===== config.mk =====
export PLATFORM = sky130hd
export DESIGN_NAME = ds_tx_arbiter
export DESIGN_NICKNAME = d
export VERILOG_FILES = /design/src/rtl/ds_tx_arbiter.sv
export SDC_FILE = /design/constraint.sdc
export NUM_CORES = 1
export LEC_CHECK = 0
export CORE_AREA = 8 8 523 525
export CTS_BUF_LIST = sky130_fd_sc_hd__clkbuf_16
export CTS_CLUSTER_DIAMETER = 150
export CTS_CLUSTER_SIZE = 40
export DETAILED_ROUTE_END_ITERATION = 8
export DIE_AREA = 0 0 531 533
export PLACE_DENSITY = 0.3
export SETUP_SLACK_MARGIN = 0.3
export SYNTH_ARGS = -nofsm -noshare
export SYNTH_HDL_FRONTEND = slang
export SYNTH_SLANG_ARGS = --single-unit

===== constraint.sdc =====
create_clock -name clk -period 6.3 [get_ports clk]
set_clock_uncertainty 0.2 [all_clocks]
set_input_delay 1.26 -clock clk [delete_from_list [all_inputs] [get_ports clk]]
set_output_delay 1.26 -clock clk [all_outputs]
set_load 0.005 [all_outputs]

===== src/rtl/ds_tx_arbiter.sv =====
// Round-robin, packet-locked arbiter feeding N_REQ data-stream requesters onto
// one NAP tx stream. A one-cycle IDLE bubble precedes each packet; once
// granted, the owner keeps the output until its eop beat transfers.
module ds_tx_arbiter #(
    parameter int unsigned N_REQ      = 4,
    parameter int unsigned DATA_WIDTH = 256,
    parameter int unsigned ADDR_WIDTH = 4,
    localparam int unsigned IDW       = (N_REQ > 1) ? $clog2(N_REQ) : 1
) (
    input  logic                         clk,
    input  logic                         resetn,
    input  logic [N_REQ-1:0]             req_valid,
    input  logic [N_REQ-1:0]             req_sop,
    input  logic [N_REQ-1:0]             req_eop,
    input  logic [N_REQ*DATA_WIDTH-1:0]  req_data,
    input  logic [N_REQ*ADDR_WIDTH-1:0]  req_addr,
    output logic [N_REQ-1:0]             req_ready,
    output logic                         out_valid,
    output logic                         out_sop,
    output logic                         out_eop,
    output logic [DATA_WIDTH-1:0]        out_data,
    output logic [ADDR_WIDTH-1:0]        out_addr,
    input  logic                         out_ready,
    output logic [IDW-1:0]               grant_id,
    output logic                         busy,
    output logic [15:0]                  pkt_count,
    output logic                         err_sticky,
    input  logic                         err_clear
);

    typedef enum logic {StIdle, StLocked} state_e;

    state_e          state_q, state_d;
    logic [IDW-1:0]  grant_q, grant_d;
    logic [IDW-1:0]  rr_ptr_q, rr_ptr_d;
    logic            first_q, first_d;  // no beat of the current packet has transferred yet
    logic [15:0]     pkt_count_q, pkt_count_d;
    logic            err_q, err_d;

    logic [N_REQ-1:0] cand;
    logic [N_REQ-1:0] grant_mask;
    logic             found;
    logic [IDW-1:0]   pick;
    logic             xfer;
    logic             err_set;

    // (base + off) mod N_REQ, valid for off < N_REQ
    function automatic logic [IDW-1:0] wrap_idx(input logic [IDW-1:0] base,
                                                input int unsigned off);
        int unsigned s;
        s = 32'(base) + off;
        if (s >= N_REQ) s = s - N_REQ;
        return s[IDW-1:0];
    endfunction

    assign cand       = req_valid & req_sop;
    assign grant_mask = {{(N_REQ-1){1'b0}}, 1'b1} << grant_q;

    // Round-robin search: first sop candidate at or after rr_ptr
    always_comb begin
        found = 1'b0;
        pick  = '0;
        for (int unsigned k = 0; k < N_REQ; k++) begin
            if (!found && cand[wrap_idx(rr_ptr_q, k)]) begin
                found = 1'b1;
                pick  = wrap_idx(rr_ptr_q, k);
            end
        end
    end

    // Output mux: owner's stream passes straight through while LOCKED
    always_comb begin
        out_valid = 1'b0;
        out_sop   = 1'b0;
        out_eop   = 1'b0;
        out_data  = '0;
        out_addr  = '0;
        req_ready = '0;
        if (state_q == StLocked) begin
            out_valid          = req_valid[grant_q];
            out_sop            = req_sop[grant_q];
            out_eop            = req_eop[grant_q];
            out_data           = req_data[32'(grant_q) * DATA_WIDTH +: DATA_WIDTH];
            out_addr           = req_addr[32'(grant_q) * ADDR_WIDTH +: ADDR_WIDTH];
            req_ready[grant_q] = out_ready;
        end
    end

    assign xfer = (state_q == StLocked) && out_valid && out_ready;

    // Next-state: grant, packet tracking, counters and protocol error flag
    always_comb begin
        state_d     = state_q;
        grant_d     = grant_q;
        rr_ptr_d    = rr_ptr_q;
        first_d     = first_q;
        pkt_count_d = pkt_count_q;
        err_set     = 1'b0;
        case (state_q)
            StIdle: begin
                // A non-owner presenting a beat without sop while idle is mid-packet garbage
                err_set = |(req_valid & ~req_sop & ~grant_mask);
                if (found) begin
                    state_d = StLocked;
                    grant_d = pick;
                    first_d = 1'b1;
                end
            end
            StLocked: begin
                if (xfer) begin
                    first_d = 1'b0;
                    if (out_sop && !first_q) err_set = 1'b1;
                    if (out_eop) begin
                        state_d  = StIdle;
                        rr_ptr_d = wrap_idx(grant_q, 1);
                        if (pkt_count_q != 16'hFFFF) pkt_count_d = pkt_count_q + 16'd1;
                    end
                end
            end
            default: state_d = StIdle;
        endcase
        // Set has priority over a coincident clear
        if (err_set)        err_d = 1'b1;
        else if (err_clear) err_d = 1'b0;
        else                err_d = err_q;
    end

    // State registers with asynchronous active-low reset
    always_ff @(posedge clk or negedge resetn) begin
        if (!resetn) begin
            state_q     <= StIdle;
            grant_q     <= '0;
            rr_ptr_q    <= '0;
            first_q     <= 1'b0;
            pkt_count_q <= '0;
            err_q       <= 1'b0;
        end else begin
            state_q     <= state_d;
            grant_q     <= grant_d;
            rr_ptr_q    <= rr_ptr_d;
            first_q     <= first_d;
            pkt_count_q <= pkt_count_d;
            err_q       <= err_d;
        end
    end

    assign grant_id   = grant_q;
    assign busy       = (state_q == StLocked);
    assign pkt_count  = pkt_count_q;
    assign err_sticky = err_q;

endmodule


==> flow_metrics.py, run 1 <==
metrics = {
    "placed_design": {
        "place_area_um2": 27100,
        "dp.cells": 5579,
        "port_buffers": 1342,
        "dp_hpwl_um": 205000,
        "dp_worst_setup_slack_ns": 1.12,
        "gp_congestion": 0.925,
    },
    "sta": {
        "slew_headroom_pct": 36.4,
        "grt_setup_unrepaired": "no",
        "min_period_over_period_pct": 78.6,
        "worst_slew_pin_slew_ns": 0.954,
        "layout_min_cycle_time_ns": 4.95,
        "setup_tns_ns": 0,
        "finalHoldViolCount": 0,
        "drv_slew": 0,
        "worst_slack_ns": 1.35,
        "finalSetupViolations": 0,
        "finalHoldWorstSlack_ns": 0.276,
        "timing.fmax_mhz": 202,
    },
    "worst_setup_path": {
        "end_kind": "output pin",
        "cp-endpoint": "out_data[187]",
        "path_max_fanout": 1,
        "path_class": "in2out",
        "r2r_cells": 6,
        "r2r_start": "grant_id[0]",
        "reg2reg_slack_ns": 2.89,
        "reg2reg_to": "pkt_count[10]",
        "crit_arrival_ns": 3.49,
        "start_kind": "input pin",
        "cp-startpoint": "req_data[187]",
        "worstPathRequired_ns": 4.84,
    },
    "cells_and_area": {
        "areaGrowthSynthToFinish_pct": 197,
        "final_core_util_pct": 10.3,
        "multiInputGateArea_um2": 8230,
        "final_cells": 5635,
        "n_fill_cell": 30774,
        "ff_latch_area_um2": 587,
        "nNetsFinal": 3093,
        "drive_gt1_share_pct": 14.9,
        "post-route-cell-area_um2": 27300,
    },
    "route": {
        "totalWireLength_um": 218000,
        "ant_nets": 0,
        "drt_iter0_markers": 1035,
        "route.vias.total": 15302,
        "wl_per_cell_um": 38.7,
        "dr_wl_met3_um": 36300,
        "highest_layer": "met5",
        "m1WireLength_um": 70600,
        "route.met2.wl_um": 105000,
        "drt_first_pass_iters": 5,
        "avgViaCountPerCell": 2.72,
        "drc": 0,
    },
    "clock_tree": {
        "hold_buffers": 0,
        "cts_buffers": 3,
        "root_buffer": "clkbuf_16",
        "worstSkewPairLatency_ns": 0.29,
        "cts.repair.resized": 0,
        "clk_path_buf_depth": 2,
        "path_clk_slew_ns": 0.09,
        "cts_tree": "built",
        "cts_htree_levels": 1,
        "cts_num_sinks": 23,
        "cts_setup_buffers": 0,
    },
    "die": {
        "num_rows": 190,
        "die_h_um": 533,
        "initial_utilization_pct": 3.46,
        "boundaryPins": 1343,
        "dieArea_um2": 283000,
        "core_area_um2": 266000,
        "die_x_um": 531,
    },
    "logic_synthesis": {
        "ys_seq_elements": 23,
        "syn_nets": 1809,
        "netlist_area_um2": 9190,
        "synth_area_leaders": "mux4_2, and2_1, dfrtp_1",
        "ys_seq_area_share_pct": 6.26,
        "synth_top_area_cell": "mux4_2",
        "ys_types": 34,
        "syn_inst": 748,
        "synth_top_cell_area_share_pct": 64.4,
        "yosys_warnings": 0,
        "synth.avg_cell_area_um2": 12.3,
    },
    "grt": {
        "grt_pass1_wl_um": 252000,
        "antenna_found_initial": 386,
        "grt_remaining_overflow": 0,
        "grt_max_degree": 96,
        "grt_pass1_vias": 15028,
        "grt_usage_pct": 14.6,
    },
    "worst_hold_path": {
        "hold_path.class": "reg2reg",
    },
    "run": {
        "drv_cap": 0,
    },
    "pwr": {
        "ir_drop_mv": 0.161,
        "p_per_area_nw_per_um2": 326,
        "total_power_mw": 8.89,
        "leakage_nw": 8.32,
    },
    "status": {
        "status": "finished, final reports clean",
    },
}
-- metal layers --
metal,global-route usage [%],vias to the layer above
li1,-,5669
met1,14.0,7177
met2,25.5,1447
met3,11.2,685
met4,1.42,324
met5,0,-
-- cell type report --
class / instances / area share (%)
inverter: 4 / 0.0551
tap: 3552 / 16.3
antenna: 52 / 0.477
timing repair buffer: 1369 / 50.6
multi-input combinational: 631 / 30.2
sequential: 23 / 2.15
clock inverter: 1 / 0.0275
clock buffer: 3 / 0.275
-- registers in the layout (all words and copies together), names as in the netlist --
name        flops
err_sticky      1
busy            1
first_q         1
rr_ptr_q        2
pkt_count      16
grant_id        2
-- critical path, stage by stage --
cell and delay [ns]:
clkdlybuf4s50_1 0.70, mux4_2 0.68, and2_1 0.29, clkdlybuf4s50_1 0.53
-- report_power, final --
part           switching, mW  total (mW)  internal (mW)
logic                   3.75        8.32           4.56
clock network         0.0819       0.169         0.0873
registers              0.215       0.403          0.188
-- cells by family (layout without fill, tap and decap cells) --
| group | Yosys count | after routing | synth area share, % |
|---|---|---|---|
| mux | 265 | 265 | 64.7 |
| simple gates | 327 | 327 | 21.5 |
| compound gates | 21 | 21 | 1.36 |
| other cells | 0 | 52 | 0 |
| xor+xnor | 13 | 13 | 1.24 |
| buf+inv | 94 | 1377 | 4.26 |
| flops | 23 | 23 | 6.26 |
| fa+ha+maj | 5 | 5 | 0.680 |
-- cell usage after synthesis --
| master | instances |
|---|---|
| buf_1 | 4 |
| a31oi_1 | 3 |
| buf_2 | 28 |
| buf_4 | 1 |
| nand3_1 | 6 |
| nand2b_1 | 2 |
| nor3_1 | 4 |
| o21ai_0 | 5 |
| and4_1 | 1 |
| nor3b_1 | 3 |
| and2_0 | 1 |
| nor2_1 | 11 |
| dfrtp_1 | 23 |
| o211ai_1 | 1 |
| mux4_2 | 263 |
| xnor2_1 | 6 |
| nand4_4 | 1 |
| mux2_2 | 2 |
| or2_2 | 1 |
| or4_1 | 1 |
| a32o_1 | 1 |
| a21o_1 | 2 |
| ha_1 | 5 |
| inv_1 | 4 |
| a21oi_1 | 8 |
| and2_1 | 263 |
| a41oi_1 | 1 |
| and3_1 | 5 |
| clkbuf_1 | 57 |
| nor3_2 | 1 |
| xor2_1 | 7 |
| nor4_1 | 1 |
| nand2_1 | 21 |
| nand4_1 | 5 |
-- placed cells by master (no fill, tap or decap), drive strengths merged, types with 3 or more instances in the layout --
master	synthesis	final
a21oi	8	8
a31oi	3	3
and2	264	264
and3	5	5
buf	33	27
clkbuf	57	3
clkdlybuf4s50	0	1342
dfrtp	23	23
diode	0	52
ha	5	5
inv	4	4
mux4	263	263
nand2	21	21
nand3	6	6
nand4	6	6
nor2	11	11
nor3	5	5
nor3b	3	3
o21ai	5	5
xnor2	6	6
xor2	7	7
-- worst min path at each step --
| stage | startpoint | end | slack [ns] | depth (start not counted) |
|---|---|---|---|---|
| 3_3_place_gp | first_q | first_q | 0.27 | 1 |
| 3_5_place_dp | first_q | err_sticky | 0.27 | 1 |
| 6_report | first_q | err_sticky | 0.28 | 1 |
| 4_1_cts | first_q | err_sticky | 0.28 | 1 |
| 5_1_grt | first_q | first_q | 0.31 | 1 |
| 2_1_floorplan | first_q | err_sticky | 0.24 | 1 |
Note: power is estimated with default switching activity, not from simulation.
==> inputs of run 2 (changes only) <==
CORE_AREA = 8 8 518 520   (was 8 8 523 525)
DIE_AREA = 0 0 526 528   (was 0 0 531 533)
clock period = 5 ns   (was 6.3 ns; I/O delays follow)
==> run 2 against run 1 <==
  * Hold slack got worse by 0.011 ns
  * Sequential share of layout area about the same
  * Utilization increased by 0.19 points
  * Flip-flop and latch count unchanged
==> flow_metrics.py, run 2 (synthesis gave the netlist of run 1 again) <==
metrics = {
    "die": {
        "dieArea_um2": 278000,
        "core_area_um2": 261000,
        "num_rows": 188,
        "die_x_um": 526,
        "die_h_um": 528,
        "initial_utilization_pct": 3.53,
        "boundaryPins": 1343,
    },
    "clock_tree": {
        "hold_buffers": 0,
        "cts.repair.resized": 0,
        "cts_buffers": 3,
        "path_clk_slew_ns": 0.07,
        "cts_num_sinks": 23,
        "cts_htree_levels": 1,
        "root_buffer": "clkbuf_16",
        "cts_setup_buffers": 0,
        "worstSkewPairLatency_ns": 0.26,
        "cts_tree": "built",
        "clk_path_buf_depth": 2,
    },
    "route": {
        "avgViaCountPerCell": 2.73,
        "drc": 0,
        "wl_per_cell_um": 38.2,
        "drt_iter0_markers": 1054,
        "totalWireLength_um": 210000,
        "ant_nets": 0,
        "drt_first_pass_iters": 5,
        "route.vias.total": 15054,
    },
    "worst_setup_path": {
        "worstPathRequired_ns": 3.80,
        "start_kind": "input pin",
        "crit_arrival_ns": 3.07,
        "path_class": "in2out",
        "path_max_fanout": 1,
        "reg2reg_slack_ns": 1.93,
        "reg2reg_to": "pkt_count[12]",
        "r2r_start": "grant_id[0]",
        "end_kind": "output pin",
        "r2r_cells": 6,
    },
    "status": {
        "status": "finished, final reports clean",
    },
    "run": {
        "drv_cap": 0,
    },
    "cells_and_area": {
        "ff_latch_area_um2": 587,
        "final_cells": 5508,
        "areaGrowthSynthToFinish_pct": 196,
        "largest_reg_flops": 16,
        "layout_commonest_cell": "clkdlybuf4s50_1",
        "post-route-cell-area_um2": 27200,
        "nNetsFinal": 3113,
        "n_fill_cell": 29954,
        "final_core_util_pct": 10.4,
        "layout_common_cells": "clkdlybuf4s50_1, mux4_2, and2_1, buf_4, nand2_1",
        "drive_gt1_share_pct": 15.7,
        "multiInputGateArea_um2": 8230,
    },
    "placed_design": {
        "place_area_um2": 27100,
        "port_buffers": 1342,
        "dp_worst_setup_slack_ns": 0.595,
        "gp_congestion": 0.912,
        "dp.cells": 5467,
        "dp_hpwl_um": 198000,
    },
    "sta": {
        "min_period_over_period_pct": 85.4,
        "worst_slew_pin_slew_ns": 0.633,
        "finalHoldWorstSlack_ns": 0.265,
        "grt_setup_unrepaired": "no",
        "finalSetupViolations": 0,
        "setup_tns_ns": 0,
        "drv_slew": 0,
        "finalHoldViolCount": 0,
        "layout_min_cycle_time_ns": 4.27,
        "slew_headroom_pct": 57.8,
        "worst_slack_ns": 0.729,
        "timing.fmax_mhz": 234,
    },
    "grt": {
        "grt_pass1_wl_um": 246000,
        "grt_usage_pct": 14.3,
        "antenna_found_initial": 337,
        "grt_pass1_vias": 15083,
        "grt_remaining_overflow": 0,
        "grt_max_degree": 85,
    },
    "worst_hold_path": {
        "holdPathEnd": "err_sticky",
        "hold_start": "first_q",
        "hold_depth": 1,
        "hold_path.class": "reg2reg",
    },
    "pwr": {
        "p_per_area_nw_per_um2": 406,
        "ir_drop_mv": 0.269,
        "leakage_nw": 8.42,
        "total_power_mw": 11.1,
    },
}
[run 2: cell count changes in the layout (fill, tap and decap cells not counted), sizes merged]
cell	delta
buf	+21
clkdlybuf4s50	-1
diode	-15
[run 2: worst max path at each step]
stage | start | to | depth (start not counted)
global placement | req_data[679] | out_data[167] | 4
CTS | req_data[178] | out_data[178] | 4
floorplan | grant_id[0] | out_data[187] | 6
detailed placement | req_data[178] | out_data[178] | 4
finish | req_data[178] | out_data[178] | 4
global route | grant_id[0] | out_data[75] | 5
[run 2: layer usage]
layer	vias up	share of wire, %	global-route usage (%)
li1	5677	-	-
met1	7161	34	14.4
met2	1322	49	25.9
met3	614	15	9.55
met4	280	1.6	0.423
met5	-	0.86	0
[run 2: cell type report]
class / instances / area share (%)
Inverter: 4 / 0.0551
Multi-Input combinational cell: 631 / 30.2
Antenna cell: 37 / 0.340
Sequential cell: 23 / 2.16
Clock inverter: 1 / 0.0276
Clock buffer: 3 / 0.276
Tap cell: 3420 / 15.7
Timing Repair Buffer: 1389 / 51.2
[run 2: where the power goes]
| group | total [mW] | switching [mW] | leakage, nW | internal [mW] |
|---|---|---|---|---|
| logic | 10.4 | 4.55 | 8.09 | 5.85 |
| registers | 0.469 | 0.230 | 0.295 | 0.239 |
| clock network | 0.185 | 0.0760 | 0.0374 | 0.109 |
[run 2: critical path: stages]
cell and delay [ns]:
clkdlybuf4s50_1 0.72, mux4_2 0.30, and2_1 0.41, clkdlybuf4s50_1 0.61
==> inputs of run 3 (changes only) <==
CORE_AREA = 2 2 527 529   (was 8 8 518 520)
DIE_AREA = 0 0 529 531   (was 0 0 526 528)
==> run 3 against run 2 <==
  * Worst setup slack got worse by 0.098 ns
  * Utilization decreased by 0.42 points
  * Via count increased by 0.76%
  * Die area increased by 1.1%
  * Sequential share of layout area about the same
  * Hold slack improved by 0.021 ns
  * Total power increased by 0.97%
  * Flip-flop and latch count unchanged
  * Maximum frequency decreased by 2.2%
  * Combinational power about the same
  * Critical endpoint is now out_data[176]
  * Largest cell class unchanged
  * Largest power group unchanged
==> flow_metrics.py, run 3 (synthesis gave the netlist of run 1 again) <==
metrics = {
    "status": {
        "status": "finished, final reports clean",
    },
    "run": {
        "drv_cap": 0,
    },
    "sta": {
        "drv_slew": 0,
        "timing.fmax_mhz": 229,
        "setup_tns_ns": 0,
        "grt_setup_unrepaired": "no",
        "min_period_over_period_pct": 87.4,
        "layout_min_cycle_time_ns": 4.37,
        "finalHoldViolCount": 0,
        "worst_slew_pin_slew_ns": 0.828,
        "slew_headroom_pct": 44.8,
        "finalSetupViolations": 0,
    },
    "clock_tree": {
        "hold_buffers": 0,
        "path_clk_slew_ns": 0.08,
        "cts_tree": "built",
        "cts_setup_buffers": 0,
        "clk_path_buf_depth": 2,
        "cts.repair.resized": 0,
        "cts_num_sinks": 23,
        "cts_buffers": 3,
        "root_buffer": "clkbuf_16",
        "worstSkewPairLatency_ns": 0.29,
        "cts_htree_levels": 1,
    },
    "cells_and_area": {
        "post-route-cell-area_um2": 27600,
        "layout_commonest_cell": "clkdlybuf4s50_1",
        "final_core_util_pct": 10.0,
        "final_cells": 5766,
        "layout_common_cells": "clkdlybuf4s50_1, mux4_2, and2_1, buf_4, nand2_1",
        "drive_gt1_share_pct": 15.6,
        "areaGrowthSynthToFinish_pct": 200,
        "largest_reg_flops": 16,
        "nNetsFinal": 3107,
    },
    "route": {
        "ant_nets": 0,
        "route.vias.total": 15169,
        "drt_iter0_markers": 858,
        "totalWireLength_um": 204000,
        "drc": 0,
        "avgViaCountPerCell": 2.63,
        "wl_per_cell_um": 35.4,
        "drt_first_pass_iters": 4,
    },
    "worst_setup_path": {
        "crit_arrival_ns": 3.17,
        "end_kind": "output pin",
        "path_class": "in2out",
        "start_kind": "input pin",
        "worstPathRequired_ns": 3.80,
        "path_max_fanout": 1,
    },
    "die": {
        "num_rows": 193,
        "boundaryPins": 1343,
        "initial_utilization_pct": 3.34,
        "die_h_um": 531,
        "core_area_um2": 275000,
        "die_x_um": 529,
        "dieArea_um2": 281000,
    },
    "placed_design": {
        "port_buffers": 1342,
        "place_area_um2": 27200,
        "dp.cells": 5648,
        "gp_congestion": 0.891,
        "dp_hpwl_um": 192000,
    },
    "grt": {
        "grt_usage_pct": 13.8,
        "antenna_found_initial": 344,
        "grt_pass1_vias": 14740,
        "grt_remaining_overflow": 0,
        "grt_pass1_wl_um": 235000,
        "grt_max_degree": 81,
    },
    "pwr": {
        "clkPwrFrac_pct": 1.9,
        "ir_drop_mv": 0.319,
        "combPwrFrac_pct": 94.1,
        "swShare_pct": 44.8,
        "leakage_nw": 8.38,
        "p_per_area_nw_per_um2": 405,
        "pwr-share-seq_pct": 4.0,
        "p_int_mw": 6.17,
        "switchingPower_mw": 5.00,
    },
    "worst_hold_path": {
        "hold_path.class": "reg2reg",
    },
}
run 3: changes by cell type in the layout (fill, tap and decap cells not counted), sizes merged:
cell / before / now
buf: 48 / 43
clkdlybuf4s50: 1341 / 1340
diode: 37 / 114
run 3: through the flow:
stage                     hold slack, ns  power [mW]  setup slack, ns
final                              0.286        11.2            0.631
after global routing               0.307        11.8            0.562
after CTS                          0.286        11.5            0.476
after detailed placement           0.278        11.2            0.493
after global placement             0.272        11.2            0.490
after floorplan                    0.236        4.63             1.82
run 3: worst max-delay path, stage by stage:
cell and delay (ns):
clkdlybuf4s50_1 0.63, mux4_2 0.68, and2_1 0.22, clkdlybuf4s50_1 0.61
run 3: worst paths after layout:
path	slack (ns)	to	depth (start not counted)	startpoint
hold / removal	0.29	err_sticky	1	first_q
setup reg to reg	1.58	pkt_count[12]	7	grant_id[0]
max in group asynchronous	3.37	busy	2	resetn
setup / recovery	0.63	out_data[176]	4	req_data[176]
min in group asynchronous	0.91	rr_ptr_q[0]	2	resetn
hold reg to reg	0.29	err_sticky	1	first_q
run 3: power by group through the flow:
stage	combinational [mW]	clock, mW	sequential (mW)
final	10.5	0.212	0.448
after global routing	11.1	0.229	0.483
after CTS	10.8	0.231	0.472
after detailed placement	10.7	0	0.475
after global placement	10.8	0	0.476
after floorplan	4.34	0	0.292
run 3: layout make-up:
cell class | count | area (um^2)
Timing Repair Buffer | 1383 | 13900
Multi-Input combinational cell | 631 | 8230
Inverter | 4 | 15.0
Sequential cell | 23 | 587
Fill cell | 31787 | 248000
Antenna cell | 114 | 285
Clock buffer | 3 | 75.1
Tap cell | 3607 | 4510
Clock inverter | 1 | 7.51
run 3: metal layers:
layer / GRT usage (%) / vias up / routed length, um
met5: 0 / - / 1900
met4: 3.68 / 296 / 7060
met3: 11.4 / 547 / 37400
met2: 21.0 / 1230 / 87100
met1: 14.3 / 7312 / 70600
li1: - / 5784 / -
